--- src/rtl/pl_adc_pkg.sv ---
// Shared types and constants for the parallel CMOS ADC emulator.
// Mode encoding, pattern constants, LFSR definition, FSM states.
package pl_adc_pkg;

  localparam int DATA_W = 14;

  typedef enum logic [1:0] {
    MODE_RAMP  = 2'd0,
    MODE_CONST = 2'd1,
    MODE_CHECK = 2'd2,
    MODE_LFSR  = 2'd3
  } mode_e;

  localparam logic [DATA_W-1:0] CHK_A     = 14'h2AAA;
  localparam logic [DATA_W-1:0] CHK_B     = 14'h1555;
  localparam logic [DATA_W-1:0] LFSR_SEED = 14'h0001;
  // taps 14,5,3,1 -> bits 13,4,2,0
  localparam logic [DATA_W-1:0] LFSR_TAPS = 14'h2015;

  typedef enum logic [1:0] {
    ST_IDLE,
    ST_CONV,
    ST_FLUSH,
    ST_DONE
  } state_e;

  function automatic logic [DATA_W-1:0] lfsr_step(
    input logic [DATA_W-1:0] s
  );
    return {s[DATA_W-2:0], ^(s & LFSR_TAPS)};
  endfunction

endpackage

--- src/rtl/pl_adc_pattern_gen.sv ---
// Deterministic sample source: ramp, constant, checkerboard, LFSR.
// Mode and constant are latched on seed and held for the burst.
module pl_adc_pattern_gen
  import pl_adc_pkg::*;
(
  input  logic              i_Clk,
  input  logic              i_Rst,
  input  logic              i_Seed,
  input  logic              i_Adv,
  input  mode_e             i_Mode,
  input  logic [DATA_W-1:0] i_Const,
  output logic [DATA_W-1:0] o_Sample
);

  mode_e             r_mode;
  logic [DATA_W-1:0] r_const;
  logic [DATA_W-1:0] r_ramp;
  logic [DATA_W-1:0] r_lfsr;
  logic              r_chk;

  // Seed latches config and restarts every pattern; advance steps them.
  always_ff @(posedge i_Clk) begin
    if (i_Rst) begin
      r_mode  <= MODE_RAMP;
      r_const <= '0;
      r_ramp  <= '0;
      r_lfsr  <= LFSR_SEED;
      r_chk   <= 1'b0;
    end else if (i_Seed) begin
      r_mode  <= i_Mode;
      r_const <= i_Const;
      r_ramp  <= '0;
      r_lfsr  <= LFSR_SEED;
      r_chk   <= 1'b0;
    end else if (i_Adv) begin
      r_ramp  <= r_ramp + 1'b1;
      r_lfsr  <= lfsr_step(r_lfsr);
      r_chk   <= ~r_chk;
    end
  end

  // Select the current sample of the latched pattern.
  always_comb begin
    o_Sample = r_ramp;
    unique case (r_mode)
      MODE_RAMP:  o_Sample = r_ramp;
      MODE_CONST: o_Sample = r_const;
      MODE_CHECK: o_Sample = r_chk ? CHK_B : CHK_A;
      MODE_LFSR:  o_Sample = r_lfsr;
      default:    o_Sample = r_ramp;
    endcase
  end

endmodule

--- src/rtl/pl_adc_cmos_emu.sv ---
// Transmit side of the 14-bit CMOS ADC bus for loopback testing.
// ADC_EMU_TWOS_COMP_EN: invert the MSB of valid samples (two's complement).
module pl_adc_cmos_emu
  import pl_adc_pkg::*;
#(
  parameter int DATA_W    = 14,
  parameter int BURST_LEN = 1024,
  parameter int PIPE_LAT  = 4
)(
  input  logic              i_CMOS_Clk,
  input  logic              i_Rst,
  input  logic              i_ADC_Work,
  input  logic [1:0]        i_Mode,
  input  logic [DATA_W-1:0] i_Const,
  output logic [DATA_W-1:0] o_CMOS_Data,
  output logic              o_CMOS_Valid,
  output logic              o_Busy,
  output logic              o_ADC_Done
);

  localparam logic [15:0] LAST_SMP = 16'(BURST_LEN - 1);
  localparam logic [15:0] LAST_FLU = 16'(PIPE_LAT - 1);

`ifdef ADC_EMU_TWOS_COMP_EN
  localparam logic [DATA_W-1:0] FMT_XOR = {1'b1, {(DATA_W-1){1'b0}}};
`else
  localparam logic [DATA_W-1:0] FMT_XOR = '0;
`endif

  state_e            r_state;
  state_e            w_state_nxt;
  logic              r_work_d;
  logic [15:0]       r_cnt;
  logic              w_start;
  logic              w_seed;
  logic              w_adv;
  logic              w_vld_in;
  logic              w_cnt_clr;
  logic              w_busy_nxt;
  logic              w_done_nxt;
  logic [DATA_W-1:0] w_sample;
  logic [DATA_W-1:0] r_dly_data [PIPE_LAT];
  logic              r_dly_vld  [PIPE_LAT];

  assign w_start = i_ADC_Work & ~r_work_d & (r_state == ST_IDLE);

  // Request edge detector; resets high so a held request cannot start.
  always_ff @(posedge i_CMOS_Clk) begin
    if (i_Rst) r_work_d <= 1'b1;
    else       r_work_d <= i_ADC_Work;
  end

  // FSM state register.
  always_ff @(posedge i_CMOS_Clk) begin
    if (i_Rst) r_state <= ST_IDLE;
    else       r_state <= w_state_nxt;
  end

  // FSM next-state logic.
  always_comb begin
    w_state_nxt = r_state;
    unique case (r_state)
      ST_IDLE:  if (w_start) w_state_nxt = ST_CONV;
      ST_CONV:  if (r_cnt == LAST_SMP) w_state_nxt = ST_FLUSH;
      ST_FLUSH: if (r_cnt == LAST_FLU) w_state_nxt = ST_DONE;
      ST_DONE:  w_state_nxt = ST_IDLE;
      default:  w_state_nxt = ST_IDLE;
    endcase
  end

  // FSM outputs; busy/done feed the registered output stage.
  always_comb begin
    w_seed     = w_start;
    w_adv      = (r_state == ST_CONV);
    w_vld_in   = (r_state == ST_CONV);
    w_cnt_clr  = (w_state_nxt != r_state);
    w_busy_nxt = (w_state_nxt != ST_IDLE);
    w_done_nxt = (r_state == ST_DONE);
  end

  // Per-state cycle counter, cleared on every state change.
  always_ff @(posedge i_CMOS_Clk) begin
    if (i_Rst || w_cnt_clr) r_cnt <= '0;
    else if (r_state == ST_CONV || r_state == ST_FLUSH)
      r_cnt <= r_cnt + 16'd1;
  end

  pl_adc_pattern_gen u_gen (
    .i_Clk    (i_CMOS_Clk),
    .i_Rst    (i_Rst),
    .i_Seed   (w_seed),
    .i_Adv    (w_adv),
    .i_Mode   (mode_e'(i_Mode)),
    .i_Const  (i_Const),
    .o_Sample (w_sample)
  );

  // Emulated ADC pipeline: data and valid shift together.
  always_ff @(posedge i_CMOS_Clk) begin
    if (i_Rst) begin
      for (int i = 0; i < PIPE_LAT; i++) begin
        r_dly_data[i] <= '0;
        r_dly_vld[i]  <= 1'b0;
      end
    end else begin
      r_dly_data[0] <= w_sample;
      r_dly_vld[0]  <= w_vld_in;
      for (int i = 1; i < PIPE_LAT; i++) begin
        r_dly_data[i] <= r_dly_data[i-1];
        r_dly_vld[i]  <= r_dly_vld[i-1];
      end
    end
  end

  // Output register: format valid samples, force idle bus to zero.
  always_ff @(posedge i_CMOS_Clk) begin
    if (i_Rst) begin
      o_CMOS_Data  <= '0;
      o_CMOS_Valid <= 1'b0;
      o_Busy       <= 1'b0;
      o_ADC_Done   <= 1'b0;
    end else begin
      o_CMOS_Valid <= r_dly_vld[PIPE_LAT-1];
      o_CMOS_Data  <= r_dly_vld[PIPE_LAT-1] ?
                      (r_dly_data[PIPE_LAT-1] ^ FMT_XOR) : '0;
      o_Busy       <= w_busy_nxt;
      o_ADC_Done   <= w_done_nxt;
    end
  end

endmodule

--- config.mk ---
export PLATFORM = sky130hd
export DESIGN_NAME = pl_adc_cmos_emu
export DESIGN_NICKNAME = d
export VERILOG_FILES = /design/src/rtl/pl_adc_pkg.sv /design/src/rtl/pl_adc_pattern_gen.sv /design/src/rtl/pl_adc_cmos_emu.sv
export SDC_FILE = /design/constraint.sdc
export NUM_CORES = 1
export LEC_CHECK = 0
export BUFFER_PORTS_ARGS = -buffer_cell sky130_fd_sc_hd__buf_2
export CAP_MARGIN = 25
export CORE_ASPECT_RATIO = 0.6
export CORE_MARGIN = 2
export CORE_UTILIZATION = 58
export DETAILED_ROUTE_END_ITERATION = 8
export PLACE_DENSITY = 0.83
export SLEW_MARGIN = 20
export SYNTH_ARGS = -nofsm -noshare
export SYNTH_HDL_FRONTEND = slang
export SYNTH_SLANG_ARGS = --single-unit
--- constraint.sdc ---
create_clock -name i_CMOS_Clk -period 2.6 [get_ports i_CMOS_Clk]
set_input_delay 0.13 -clock i_CMOS_Clk [delete_from_list [all_inputs] [get_ports i_CMOS_Clk]]
set_output_delay 0.13 -clock i_CMOS_Clk [all_outputs]
set_load 0.05 [all_outputs]
**Yosys cells after proc, flatten, opt, wreduce, memory -nomap -nowiden**

Memories as Yosys holds them, arrays and structs flattened. A register that Yosys moved wholly into a read port is not among the register bits.
Index checks and enable logic that the tools add are counted.

- Add/sub/neg operators: 2
- Equal/unequal tests: 9
- Mux-type cells: 17
- Bitwise gates (word level): 13
- Reduce and logical (&&, ||, !) cells: 8

Operator list:

| operator | count |
|---|---|
| $mux W14 | 5 |
| $pmux W14 S4 | 1 |
| $add A16 B1 Y16 const B | 1 |
| $eq A16 B10 Y1 const B | 1 |
| $eq A16 B2 Y1 const B | 1 |
| $add A14 B1 Y14 const B | 1 |
| $reduce_xor A14 Y1 | 1 |
| $eq A2 B2 Y1 const B | 4 |
| $or A1 B1 Y1 | 8 |
| $pmux W2 S4 | 1 |
| $mux W1 | 7 |
| $mux W2 | 3 |
| $eq A2 B1 Y1 const B | 2 |
| $logic_not A2 Y1 | 2 |
| $reduce_or A2 Y1 | 2 |
| $not A1 Y1 | 3 |
| $and A1 B1 Y1 | 2 |
| $logic_or A1 B1 Y1 | 2 |
| $ne A2 B2 Y1 | 1 |
| $reduce_bool A2 Y1 | 1 |

- Register bits: 67
- Bits in writable memories: 60
- Output and inout port bits: 17
- Word-level logic and storage cells: 62
- Memories kept: 2

Memory list:

| name | words | bits a word | read ports | clocked after Yosys merged registers in | wr ports | RTL line | source |
|---|---|---|---|---|---|---|---|
| r_dly_data | 4 | 14 | 4 | 1 | 4 | pl_adc_cmos_emu.sv:42 | `logic [DATA_W-1:0] r_dly_data [PIPE_LAT];` |
| r_dly_vld | 4 | 1 | 4 | 0 | 4 | pl_adc_cmos_emu.sv:43 | `logic r_dly_vld [PIPE_LAT];` |

**Longest topological paths before layout**

Gate-level depths: netlist of run 1.

- Depth after elaboration: 7
- Depth in mapped cells: 8
- Depth with buffers taken out: 6

**Hierarchy**

From an unflattened synthesis of run 1, not the netlist that was laid out.

- Cells, all modules: 467
- Area total of the unflattened synthesis: 5213.8 um2

Modules (own cells, without submodules):

| module | times used | cells each | area each (um2) | sequential area each (um2) |
|---|---|---|---|---|
| pl_adc_cmos_emu | 1 | 278 | 3151.8 | 1921.8 |
| pl_adc_pattern_gen | 1 | 189 | 2062.0 | 900.9 |

**Worst setup path before layout of run 1**

OpenSTA, ideal clock, no wires.

- Path type: flip-flop to flip-flop
- Start: register r_state[0]
- End: register r_cnt[15]
- Setup time: 79 ps
- Arrival: 2011 ps
- Required time: 2521 ps
- Slack: 509 ps
- Stages on the path, launching flop included: 8
- Period minus slack after synthesis: 2091 ps
- Path through: dfxtp_1 > inv_1 > ha_1 > clkbuf_2 > nand4_4 > or3_4 > or3_1 > a211oi_2

- Longest elaborated chain between the ends: 6

RTL lines:

| what | RTL line | source |
|---|---|---|
| start, declared | pl_adc_cmos_emu.sv:30 | `state_e r_state;` |
| start signal, assigned | pl_adc_cmos_emu.sv:56 | `else r_state <= w_state_nxt;` |
| $logic_not A2 Y1 | pl_adc_cmos_emu.sv:45, pl_adc_cmos_emu.sv:62 |  |
| $and A1 B1 Y1 | pl_adc_cmos_emu.sv:45 | `assign w_start = i_ADC_Work & ~r_work_d & (r_state == ST_IDLE);` |
| $mux W2 | pl_adc_cmos_emu.sv:63 | `ST_IDLE: if (w_start) w_state_nxt = ST_CONV;` |
| $pmux W2 S4 | pl_adc_cmos_emu.sv:62 | `unique case (r_state)` |
| $ne A2 B2 Y1 | pl_adc_cmos_emu.sv:76 | `w_cnt_clr = (w_state_nxt != r_state);` |
| $logic_or A1 B1 Y1 | pl_adc_cmos_emu.sv:83 | `if (i_Rst \|\| w_cnt_clr) r_cnt <= '0;` |
| end signal, assigned | pl_adc_cmos_emu.sv:85 | `r_cnt <= r_cnt + 16'd1;` |
| end, declared | pl_adc_cmos_emu.sv:33 | `logic [15:0] r_cnt;` |

Parallel ways exist; a longest one is shown, timed or not.
A chain may end at the register's enable or synchronous reset.

**Worst setup path in the final report of run 1**

Ends and elaborated chain as after synthesis.

==> summary.md, run 1 <==
| Metric | Value |
|---|---|
| Die area | `9784 sq um` |
| Routability cong. | `0.8884` |
| Max FO, Critical Path | `7` |
| Crit path buf inv count | `1` |
| Synth Area in Simple Gates | `0.2319` |
| Cell Pwr Density | `846.5 nW/um^2` |
| Reg2reg end | `r_cnt[15]$_SDFFE_PP0P_` |
| Met1 demand-to-capacity share in global routing | `0.3155` |
| Worst R2R Start | `r_state[0]$_SDFF_PP0_` |
| Adder-cell share of the synthesized area | `0.01681` |
| GRT busiest layer | `met2` |
| TNS Setup | `0 ns` |
| Hold endpoint | `u_gen.r_const[13]$_SDFFE_PP0P_` |
| FF+latch count, synth | `141` |
| Layout cell share with drive strength beyond 1 | `0.1641` |
| Via count | `3846` |
| DRT Pass-1 Iters | `5` |
| Synth Area in Compound Gates | `0.07635` |
| Synth-to-Final Area Change | `20.29%` |
| Commonest cells post-synth | `141 x dfxtp_1, 60 x nor2b_1, 44 x nand2_1, 32 x nor2_1, 22 x a21oi_1` |
| Worst slack, placed | `0.2972 ns` |
| Post-CTS Hold Fix Bufs | `17` |
| CTS Sinks | `141` |
| GRT Total Usage | `0.2375` |
| Syn Area/Cell | `10.16 sq um` |
| WP data required | `2.93 ns` |
| CTS tree | `yes` |
| Clock tree buffer depth | `2` |
| Largest family of logic cells by synthesized area | `simple AND/OR/NAND/NOR gates` |
| Row count | `26` |
| Fin Clk Skew | `0.005207 ns` |
| Arrival @ worst endpoint | `2.70 ns` |
| Run status | `complete, no violations` |
| Count leader, synth | `dfxtp_1` |
| Clk Latency, worst-skew pair | `0.41 ns` |
| Die Y | `77.43 um` |
| Post-synth EDFFs | `0` |
| Wire length of the first global-routing pass | `17990 um` |
| Syn Inst Count | `513` |
| Synth unique cells | `47` |
| Crit Path Class | `flip-flop to flip-flop` |
| Core outline area | `8621 sq um` |
| Port Buffers | `35` |
| Total grt overflow | `0` |
| Inserted Diodes | `0` |
| Setup slack after layout | `0.2271 ns` |
| Startpoint types | `flip-flop` |
| DRT iter0 DRCs | `333` |
| F_max | `421.4 MHz` |
| Yosys top cell area share | `0.5417` |
| # IOs | `36` |
| Top FF cell, synth | `dfxtp_1` |
| Critical path's slowest cell | `ha_1` |
| Fillcell total | `586` |
| Antenna Violating Nets Remaining | `0` |
| Num CTS Buffers | `17` |
| CTS root buffer | `clkbuf_16` |
| Global Route met2 Usage | `0.3727` |
| Drt wl/cell | `15.58 um` |
| Synth warn | `0` |
| Final layout net count | `592` |
| Worst VDD drop | `0.0005480 V` |
| R2R depth | `6` |
| Final period util | `0.9126` |
| Hold Path Class | `primary input to flip-flop` |
| Drt via density | `5.566` |
| Clock transition at path regs | `0.06 ns` |
| Synth Net Count | `539` |
| Mux share of post-synthesis cell area | `0.05906` |
| Max-Cap Viols | `0` |
| RSZ-0062 raised after global routing | `false` |
| Flop2flop setup slack | `0.23 ns` |
| Final Setup Violations | `0` |
| Hold path startpoint | `i_Rst` |
| Number of gates resized after cts | `0` |
| Vias in the first global route | `3574` |
| Final HPWL DP | `6789 um` |
| Cell family with most CP delay | `simple AND/OR/NAND/NOR gates` |
| Initial antenna violation count | `0` |
| H-tree depth | `4` |
| Chip width | `126.4 um` |
| Largest stage delay, worst path | `0.49 ns` |
| Final Hold Viols | `0` |
| Crit path time final | `2.373 ns` |
| Final slew viol count | `0` |
| Grt met3 use | `0.07034` |
| Post-CTS Setup Repair Bufs | `0` |
| Critical path capture point type | `flip-flop` |
| Tightest Pin Transition | `0.7704 ns` |
| Cell area after synthesis | `5211 sq um` |
| Total wire length | `10770 um` |
| Area leader, netlist | `dfxtp_1` |
| Crit path cell chain | `inv_1, ha_1, nand4_4, or3_4, or3_1, a211oi_2` |
| Sequential-to-total area share from yosys stat | `0.5417` |
| Synth Area in XOR/XNOR | `0.04538` |
| Asr flop ratio synth | `0` |
| Top cells by area, synth | `dfxtp_1 54%, nor2b_1 7.2%, nand2_1 3.2%` |
| DRC | `0` |
| Initial Util | `0.6045` |
| Leakage power total | `2.349 nW` |
| Max-slew headroom | `0.4853` |
| Largest net degree at the start of global routing | `71` |
| Cells on Worst Hold Path | `2` |
[state kept, by name, summed over array words and instances (netlist names)]
register       flops
o_CMOS_Data       14
u_gen.r_chk        1
u_gen.r_const     14
r_cnt             16
u_gen.r_ramp      14
r_work_d           1
r_state            2
r_dly_vld          4
o_ADC_Done         1
u_gen.r_lfsr      14
u_gen.r_mode       2
o_Busy             1
r_dly_data        56
o_CMOS_Valid       1
[cell type report]
cell class / instances / area, sq um / share of cell area
multi-input cells: 334 / 2238 / 0.3571
well taps: 112 / 140.1 / 0.02236
clock buffers: 19 / 442.9 / 0.07066
clock inverters: 13 / 162.7 / 0.02595
repair buffers: 63 / 427.9 / 0.06826
flip-flops and latches: 141 / 2823 / 0.4503
inverters: 9 / 33.78 / 0.005389
[metal layers]
metal	vias up	part of all wire
li1	1868	-
met5	-	0
met2	122	0.46
met1	1839	0.47
met3	17	0.058
met4	0	0.012
[where the power goes]
group	internal (mW)	switching [mW]
registers	2.22	0.0549
logic	0.223	0.363
clock network	1.54	0.904
total	3.98	1.32
[worst max-delay path by stage]
stage / startpoint / endpoint / cells past startpoint
after floorplan: r_state[0]$_SDFF_PP0_ / r_cnt[15]$_SDFFE_PP0P_ / 7
after global placement: r_state[0]$_SDFF_PP0_ / r_cnt[15]$_SDFFE_PP0P_ / 6
after detailed placement: r_state[0]$_SDFF_PP0_ / r_cnt[15]$_SDFFE_PP0P_ / 6
after CTS: r_state[0]$_SDFF_PP0_ / r_cnt[15]$_SDFFE_PP0P_ / 6
after global routing: r_state[0]$_SDFF_PP0_ / r_cnt[15]$_SDFFE_PP0P_ / 6
final: r_state[0]$_SDFF_PP0_ / r_cnt[15]$_SDFFE_PP0P_ / 6
[cells in the final DEF (no fill, tap or decap), drive strengths merged, types with 9 or more instances in the layout]
master	count
dfxtp	141
nor2b	60
buf	46
nand2	44
nor2	32
a21oi	22
nor4	19
clkbuf	19
xnor2	18
dlygate4sd3	17
a211oi	17
mux2i	15
and2	15
o21ai	12
inv	12
nor3	9
xor2	9
nand4	9
nand3	9
[logic make-up after synthesis]
group	after synthesis
adders and majority gates	7
DFF	141
buffers and inverters	38
muxes	22
and+or+nand+nor	216
AOI/OAI and AO/OA	62
xor gates and xnor gates	27
[metrics by stage]
| stage | power [mW] | hold WS, ns | area, sq um | utilization | std cells |
|---|---|---|---|---|---|
| 2_1_floorplan | 2.733 | 0.2366 | 5211 | - | 513 |
| 3_3_place_gp | 2.844 | 0.3603 | 5493 | 0.6372 | 642 |
| 3_5_place_dp | 2.871 | 0.3659 | 5493 | 0.6372 | 642 |
| 4_1_cts | 5.321 | 0.07549 | 6269 | 0.7271 | 691 |
| 5_1_grt | 5.513 | 0.08704 | 6269 | 0.7271 | 691 |
| 6_report | 5.306 | 0.09475 | 6269 | 0.7271 | 691 |
(Power assumes the default switching activity.)
==> run 2: changes to the inputs <==
==> constraint.sdc (replaced) <==
create_clock -name i_CMOS_Clk -period 2.3 [get_ports i_CMOS_Clk]
set_input_delay 0.115 -clock i_CMOS_Clk [delete_from_list [all_inputs] [get_ports i_CMOS_Clk]]
set_output_delay 0.115 -clock i_CMOS_Clk [all_outputs]
set_load 0.05 [all_outputs]
==> run 2 against run 1 <==
Combinational power is 16% higher. Final area is 0.42% higher. Power is 15% higher. Sequential cell count stayed put. Routed wire length is 3.4% higher. Clock power is 17% higher. Critical path type unchanged. Largest cell class unchanged. Largest power group unchanged. Highest routed layer unchanged.
==> summary.md, run 2 (synthesized netlist as in run 1, its figures left out) <==
| Metric | Value |
|---|---|
| Vias in the first global route | `3691 (was 3574)` |
| Final HPWL DP | `6663 um (was 6789 um)` |
| DRT iter0 DRCs | `398 (was 333)` |
| Fin util | `0.7302 (was 0.7271)` |
| DRT Pass-1 Iters | `5 (unchanged)` |
| Largest registers | `r_dly_data: 56 flops, r_cnt: 16 flops (unchanged)` |
| Max-slew headroom | `0.4721 (was 0.4853)` |
| Critical path capture point type | `flip-flop (unchanged)` |
| Total wire length | `11130 um (was 10770 um)` |
| Arrival @ worst endpoint | `2.49 ns (was 2.70 ns)` |
| DRC | `0 (unchanged)` |
| CP Launch Point | `r_state[1]$_SDFF_PP0_ (was r_state[0]$_SDFF_PP0_)` |
| Leakage power total | `2.356 nW (was 2.349 nW)` |
| WP data required | `2.63 ns (was 2.93 ns)` |
| Layout cell share with drive strength beyond 1 | `0.1744 (was 0.1641)` |
| Max reg flops | `56 (unchanged)` |
| Core outline area | `8621 sq um (unchanged)` |
| Final period util | `0.9425 (was 0.9126)` |
| Tightest Pin Transition | `0.7903 ns (was 0.7704 ns)` |
| Synth-to-Final Area Change | `20.79% (was 20.29%)` |
| GRT Total Usage | `0.2412 (was 0.2375)` |
| Max FO, Critical Path | `8 (was 7)` |
| Hold Path Class | `primary input to flip-flop (unchanged)` |
| Die Y | `77.43 um (unchanged)` |
| Num CTS Buffers | `17 (unchanged)` |
| Row count | `26 (unchanged)` |
| Critical path's slowest cell | `dfxtp_1 (was ha_1)` |
| F_max | `461.3 MHz (was 421.4 MHz)` |
| Total grt overflow | `0 (unchanged)` |
| Clock tree buffer depth | `2 (unchanged)` |
| Wire length of the first global-routing pass | `18360 um (was 17990 um)` |
| Reg2reg end | `r_cnt[15]$_SDFFE_PP0P_ (unchanged)` |
| Largest Register | `r_dly_data (unchanged)` |
| Post-CTS Setup Repair Bufs | `0 (unchanged)` |
| Crit Path Class | `flip-flop to flip-flop (unchanged)` |
| Hold endpoint | `r_dly_vld[0]$_SDFF_PP0_ (was u_gen.r_const[13]$_SDFFE_PP0P_)` |
| Flop2flop setup slack | `0.13 ns (was 0.23 ns)` |
| RSZ-0062 raised after global routing | `false (unchanged)` |
| Inserted Diodes | `0 (unchanged)` |
| CTS root buffer | `clkbuf_16 (unchanged)` |
| Drt wl/cell | `16.10 um (was 15.58 um)` |
| Cell family with most CP delay | `simple AND/OR/NAND/NOR gates (unchanged)` |
| Antenna Violating Nets Remaining | `0 (unchanged)` |
| Fin Clk Skew | `0.007589 ns (was 0.005207 ns)` |
| Drt via density | `5.631 (was 5.566)` |
| Fillcell total | `572 (was 586)` |
| Initial antenna violation count | `0 (unchanged)` |
| Run status | `complete, no violations (unchanged)` |
| CTS Sinks | `141 (unchanged)` |
| Initial Util | `0.6045 (unchanged)` |
| Routability cong. | `0.9346 (was 0.8884)` |
| CTS tree | `yes (unchanged)` |
| Most common cell after layout, fill and taps aside | `dfxtp_1 (unchanged)` |
| Crit path buf inv count | `1 (unchanged)` |
| Startpoint types | `flip-flop (unchanged)` |
| Final layout net count | `592 (unchanged)` |
| Worst VDD drop | `0.0005415 V (was 0.0005480 V)` |
| Chip width | `126.4 um (unchanged)` |
| Final slew viol count | `0 (unchanged)` |
| Die area | `9784 sq um (unchanged)` |
| # IOs | `36 (unchanged)` |
| Cell Pwr Density | `971.2 nW/um^2 (was 846.5 nW/um^2)` |
| Crit path cell chain | `inv_2, ha_2, nand4_4, or3_4, or3_1, a211oi_2 (was inv_1, ha_1, nand4_4, or3_4, or3_1, a211oi_2)` |
| Largest stage delay, worst path | `0.44 ns (was 0.49 ns)` |
| Hold path startpoint | `i_Rst (unchanged)` |
| Max-Cap Viols | `0 (unchanged)` |
| Crit path time final | `2.168 ns (was 2.373 ns)` |
| Largest net degree at the start of global routing | `62 (was 71)` |
| Clock transition at path regs | `0.06 ns (about the same)` |
| H-tree depth | `4 (unchanged)` |
| Port Buffers | `35 (unchanged)` |
| Final Hold Viols | `0 (unchanged)` |
| Worst R2R Start | `r_state[1]$_SDFF_PP0_ (was r_state[0]$_SDFF_PP0_)` |
| Cells on Worst Hold Path | `2 (unchanged)` |
| R2R depth | `6 (unchanged)` |
| Via count | `3891 (was 3846)` |
| Most frequent cells in the layout | `140 x dfxtp_1, 60 x nor2b_1, 44 x nand2_1 (was 141 x dfxtp_1, 60 x nor2b_1, 44 x nand2_1)` |
| Clk Latency, worst-skew pair | `0.41 ns (about the same)` |
| TNS Setup | `0 ns (unchanged)` |
| Final Setup Violations | `0 (unchanged)` |
==> run 2: changes by cell type in the layout (fill, tap and decap cells not counted), moves of 2 or more <==
cell and change:
clkinv_2 -2, clkinv_4 +2, ha_1 -2, ha_2 +2
==> run 2: report_power, final <==
group | switching, mW | internal [mW]
Sequential | 0.0667 | 2.51
Combinational | 0.411 | 0.269
Clock | 1.09 | 1.76
==> run 2: layout make-up <==
cell class / instances / area [sq um] / share of cell area
Tap cell: 112 / 140.1 / 0.02226
Timing Repair Buffer: 63 / 427.9 / 0.06798
Inverter: 9 / 33.78 / 0.005367
Sequential cell: 141 / 2824 / 0.4486
Multi-Input combinational cell: 334 / 2247 / 0.3570
Clock buffer: 18 / 439.2 / 0.06977
Clock inverter: 14 / 182.7 / 0.02902
==> run 2: what timing repair did <==
item,4_1_cts,5_1_grt
hold endpoints to repair,17,0
hold buffers,17,0
setup endpoints to repair,0,6
gates resized for setup,0,5
==> run 2: routing by layer <==
| layer | vias up | track usage | share of wire |
|---|---|---|---|
| met5 | - | 0 | 0 |
| met4 | 0 | 0.09451 | 0.0087 |
| met3 | 12 | 0.07379 | 0.076 |
| met2 | 177 | 0.3791 | 0.47 |
| met1 | 1825 | 0.3138 | 0.45 |
| li1 | 1877 | - | - |
==> run 2: metrics by stage <==
| step | hold slack, ns | std cells | setup slack (ns) | area (sq um) | total power, mW |
|---|---|---|---|---|---|
| after global placement | 0.3376 | 642 | 0.2042 | 5493 | 3.225 |
| after floorplan | 0.2216 | 513 | 0.2093 | 5211 | 3.090 |
| after global routing | 0.1334 | 691 | 0.005056 | 6295 | 6.316 |
| after detailed placement | 0.3359 | 642 | 0.06970 | 5493 | 3.252 |
| after CTS | 0.09673 | 691 | 0.05644 | 6285 | 6.108 |
| final | 0.1209 | 691 | 0.1324 | 6295 | 6.113 |
==> run 2: worst reg2reg max path, delay by kind of cell, from the launching register on <==
family / cells / cell delay [ns]
buffers and inverters: 1 / 0.13
adder cells (fa/ha/maj): 1 / 0.40
flip-flops: 1 / 0.44
AND/OR/NAND/NOR: 3 / 0.89
AO/OA/AOI/OAI: 1 / 0.23
==> run 2: worst max path at each step <==
stage / slack [ns] / cells past startpoint / end
6_report: 0.13 / 6 / r_cnt[15]$_SDFFE_PP0P_
5_1_grt: 0.005 / 6 / r_cnt[8]$_SDFFE_PP0P_
4_1_cts: 0.06 / 6 / r_cnt[15]$_SDFFE_PP0P_
3_5_place_dp: 0.07 / 6 / r_cnt[15]$_SDFFE_PP0P_
3_3_place_gp: 0.20 / 6 / r_cnt[15]$_SDFFE_PP0P_
2_1_floorplan: 0.21 / 7 / r_cnt[15]$_SDFFE_PP0P_
==> run 3: changes to the inputs <==
--- a/config.mk
+++ b/config.mk
@@ -9,9 +9,9 @@
 export CAP_MARGIN = 25
 export CORE_ASPECT_RATIO = 0.6
 export CORE_MARGIN = 2
-export CORE_UTILIZATION = 58
+export CORE_UTILIZATION = 45
 export DETAILED_ROUTE_END_ITERATION = 8
-export PLACE_DENSITY = 0.83
+export PLACE_DENSITY = 0.68
 export SLEW_MARGIN = 20
 export SYNTH_ARGS = -nofsm -noshare
 export SYNTH_HDL_FRONTEND = slang
==> run 3 against run 2 <==
First-iteration DRC count down 32%. Global-route usage down 6.5 points. Power down 1.4%. Sequential power about the same. Worst hold slack better by 0.0036 ns. Core utilization down 17 points. Sequential share of layout area down 0.55 points. Clock power down 3%. Non-clock buffer count up 5. Clock skew about the same. Critical endpoint is now r_state[0]$_SDFF_PP0_. Highest routed layer unchanged.
==> summary.md, run 3 (synthesized netlist as in run 1, its figures left out) <==
| Metric | Value |
|---|---|
| Run status | `complete, no violations (unchanged)` |
| Max FO, Critical Path | `4 (was 8)` |
| Leakage power total | `2.369 nW (was 2.356 nW)` |
| Final HPWL DP | `6834 um (was 6663 um)` |
| Port Buffers | `35 (unchanged)` |
| Core outline area | `11300 sq um (was 8621 sq um)` |
| WP data required | `2.62 ns (was 2.63 ns)` |
| Most frequent cells in the layout | `141 x dfxtp_1, 60 x nor2b_1, 44 x nand2_1 (was 140 x dfxtp_1, 60 x nor2b_1, 44 x nand2_1)` |
| GRT Total Usage | `0.1765 (was 0.2412)` |
| Drt via density | `5.012 (was 5.631)` |
| TNS Setup | `0 ns (unchanged)` |
| R2R depth | `5 (was 6)` |
| Clk Latency, worst-skew pair | `0.41 ns (about the same)` |
| Arrival @ worst endpoint | `2.42 ns (was 2.49 ns)` |
| Grt met3 use | `0.04563 (was 0.07379)` |
| Initial antenna violation count | `0 (unchanged)` |
| Row count | `30 (was 26)` |
| Final Hold Viols | `0 (unchanged)` |
| Largest Register | `r_dly_data (unchanged)` |
| Final Setup Violations | `0 (unchanged)` |
| Drt wl/cell | `13.98 um (was 16.10 um)` |
| Crit Path Class | `flip-flop to flip-flop (unchanged)` |
| Met1 demand-to-capacity share in global routing | `0.2411 (was 0.3138)` |
| Max reg flops | `56 (unchanged)` |
| GRT busiest layer | `met2 (unchanged)` |
| DRT iter0 DRCs | `269 (was 398)` |
| DRT Pass-1 Iters | `4 (was 5)` |
| CTS root buffer | `clkbuf_16 (unchanged)` |
| Die Y | `87.36 um (was 77.43 um)` |
| Critical path capture point type | `flip-flop (unchanged)` |
| Antenna Violating Nets Remaining | `0 (unchanged)` |
| Hold Path Class | `primary input to flip-flop (unchanged)` |
| CTS tree | `yes (unchanged)` |
| Final period util | `0.9111 (was 0.9425)` |
| Cell Pwr Density | `946.3 nW/um^2 (was 971.2 nW/um^2)` |
| Worst slack, placed | `0.03024 ns (was 0.06970 ns)` |
| Hold endpoint | `r_dly_data[3][3]$_SDFF_PP0_ (was r_dly_vld[0]$_SDFF_PP0_)` |
| Largest registers | `r_dly_data: 56 flops, r_cnt: 16 flops (unchanged)` |
| Total wire length | `10400 um (was 11130 um)` |
| Cell family with most CP delay | `simple AND/OR/NAND/NOR gates (unchanged)` |
| Cells on Worst Hold Path | `2 (unchanged)` |
| Die area | `12490 sq um (was 9784 sq um)` |
| Hold path startpoint | `i_Rst (unchanged)` |
| # IOs | `36 (unchanged)` |
| DRC | `0 (unchanged)` |
| Crit path cell chain | `ha_1, nor4b_1, nand4_1, or3b_2, a221oi_1 (was inv_2, ha_2, nand4_4, or3_4, or3_1, a211oi_2)` |
| Worst R2R Start | `r_cnt[0]$_SDFFE_PP0P_ (was r_state[1]$_SDFF_PP0_)` |
| Placed insts | `694 (was 642)` |
| Crit path time final | `2.095 ns (was 2.168 ns)` |
| Startpoint types | `flip-flop (unchanged)` |
| Via count | `3729 (was 3891)` |
| Final slew viol count | `0 (unchanged)` |
| Routability cong. | `0.8325 (was 0.9346)` |
| Wire length of the first global-routing pass | `16970 um (was 18360 um)` |
| Vias in the first global route | `3570 (was 3691)` |
| Clock tree buffer depth | `2 (unchanged)` |
| Most common cell after layout, fill and taps aside | `dfxtp_1 (unchanged)` |
| RSZ-0062 raised after global routing | `false (unchanged)` |
| Initial Util | `0.4612 (was 0.6045)` |
| Layout cell share with drive strength beyond 1 | `0.1781 (was 0.1744)` |
| Clock transition at path regs | `0.06 ns (about the same)` |
| F_max | `477.2 MHz (was 461.3 MHz)` |
| Max-slew headroom | `0.4456 (was 0.4721)` |
| Global Route met2 Usage | `0.2649 (was 0.3791)` |
| Num CTS Buffers | `17 (unchanged)` |
| CTS Sinks | `141 (unchanged)` |
| Setup slack after layout | `0.2045 ns (was 0.1324 ns)` |
| Flop2flop setup slack | `0.20 ns (was 0.13 ns)` |
| Reg2reg end | `r_state[0]$_SDFF_PP0_ (was r_cnt[15]$_SDFFE_PP0P_)` |
| Inserted Diodes | `0 (unchanged)` |
| Final layout net count | `597 (was 592)` |
| Fin Clk Skew | `0.007260 ns (was 0.007589 ns)` |
| Worst VDD drop | `0.0005180 V (was 0.0005415 V)` |
| Synth-to-Final Area Change | `22.23% (was 20.79%)` |
| Non-Filler Instances | `744 (was 691)` |
| Largest stage delay, worst path | `0.49 ns (was 0.44 ns)` |
| Largest net degree at the start of global routing | `61 (was 62)` |
| H-tree depth | `4 (unchanged)` |
| Total grt overflow | `0 (unchanged)` |
| Max-Cap Viols | `0 (unchanged)` |
| Critical path's slowest cell | `or3b_2 (was dfxtp_1)` |
| Tightest Pin Transition | `0.8299 ns (was 0.7903 ns)` |
| Chip width | `142.9 um (was 126.4 um)` |
| Crit path buf inv count | `0 (was 1)` |
run 3: final cells by class:
cell class              count  area, sq um
clock inverters            15        175.2
multi-input cells         334         2247
repair buffers             68        465.4
fillers                   959         4928
flip-flops and latches    141         2823
well taps                 160        200.2
clock buffers              17        425.4
inverters                   9        33.78
run 3: worst register-to-register path: stages (launching register included):
cell and delay (ns):
dfxtp_1 0.41, ha_1 0.27, nor4b_1 0.42, nand4_1 0.19
or3b_2 0.49, a221oi_1 0.23
run 3: stage by stage:
stage | power, mW | hold WS, ns | area, sq um | util
floorplan | 3.090 | 0.2216 | 5211 | -
global placement | 3.237 | 0.3297 | 5583 | 0.4941
detailed placement | 3.273 | 0.3463 | 5583 | 0.4941
CTS | 6.048 | 0.1313 | 6354 | 0.5623
global route | 6.255 | 0.1712 | 6370 | 0.5638
finish | 6.028 | 0.1245 | 6370 | 0.5638
run 3: worst max path at each step:
stage	slack, ns	from	depth (start not counted)	to
2_1_floorplan	0.21	r_state[0]$_SDFF_PP0_	7	r_cnt[15]$_SDFFE_PP0P_
3_3_place_gp	0.16	r_cnt[0]$_SDFFE_PP0P_	5	r_cnt[13]$_SDFFE_PP0P_
3_5_place_dp	0.03	r_cnt[0]$_SDFFE_PP0P_	5	r_cnt[13]$_SDFFE_PP0P_
4_1_cts	0.05	r_cnt[0]$_SDFFE_PP0P_	5	r_cnt[13]$_SDFFE_PP0P_
5_1_grt	0.04	r_cnt[0]$_SDFFE_PP0P_	5	r_state[0]$_SDFF_PP0_
6_report	0.20	r_cnt[0]$_SDFFE_PP0P_	5	r_state[0]$_SDFF_PP0_
run 3: power by group:
part,switching [mW],internal [mW],total (mW)
Combinational,0.419,0.274,0.693
Sequential,0.0562,2.51,2.57
Clock,1.13,1.64,2.77
Total,1.60,4.42,6.03
run 3: routing by layer:
layer / part of all wire / wire length, um
met4: 0.013 / 139
met2: 0.44 / 4539
met3: 0.049 / 506
met5: 0 / 0
met1: 0.50 / 5219
run 3: repair_timing:
| action | CTS | global route |
|---|---|---|
| hold endpoints to repair | 17 | 0 |
| setup buffers | 0 | 1 |
| setup endpoints to repair | 0 | 17 |
| hold buffers | 17 | 0 |
| resized for setup | 0 | 3 |
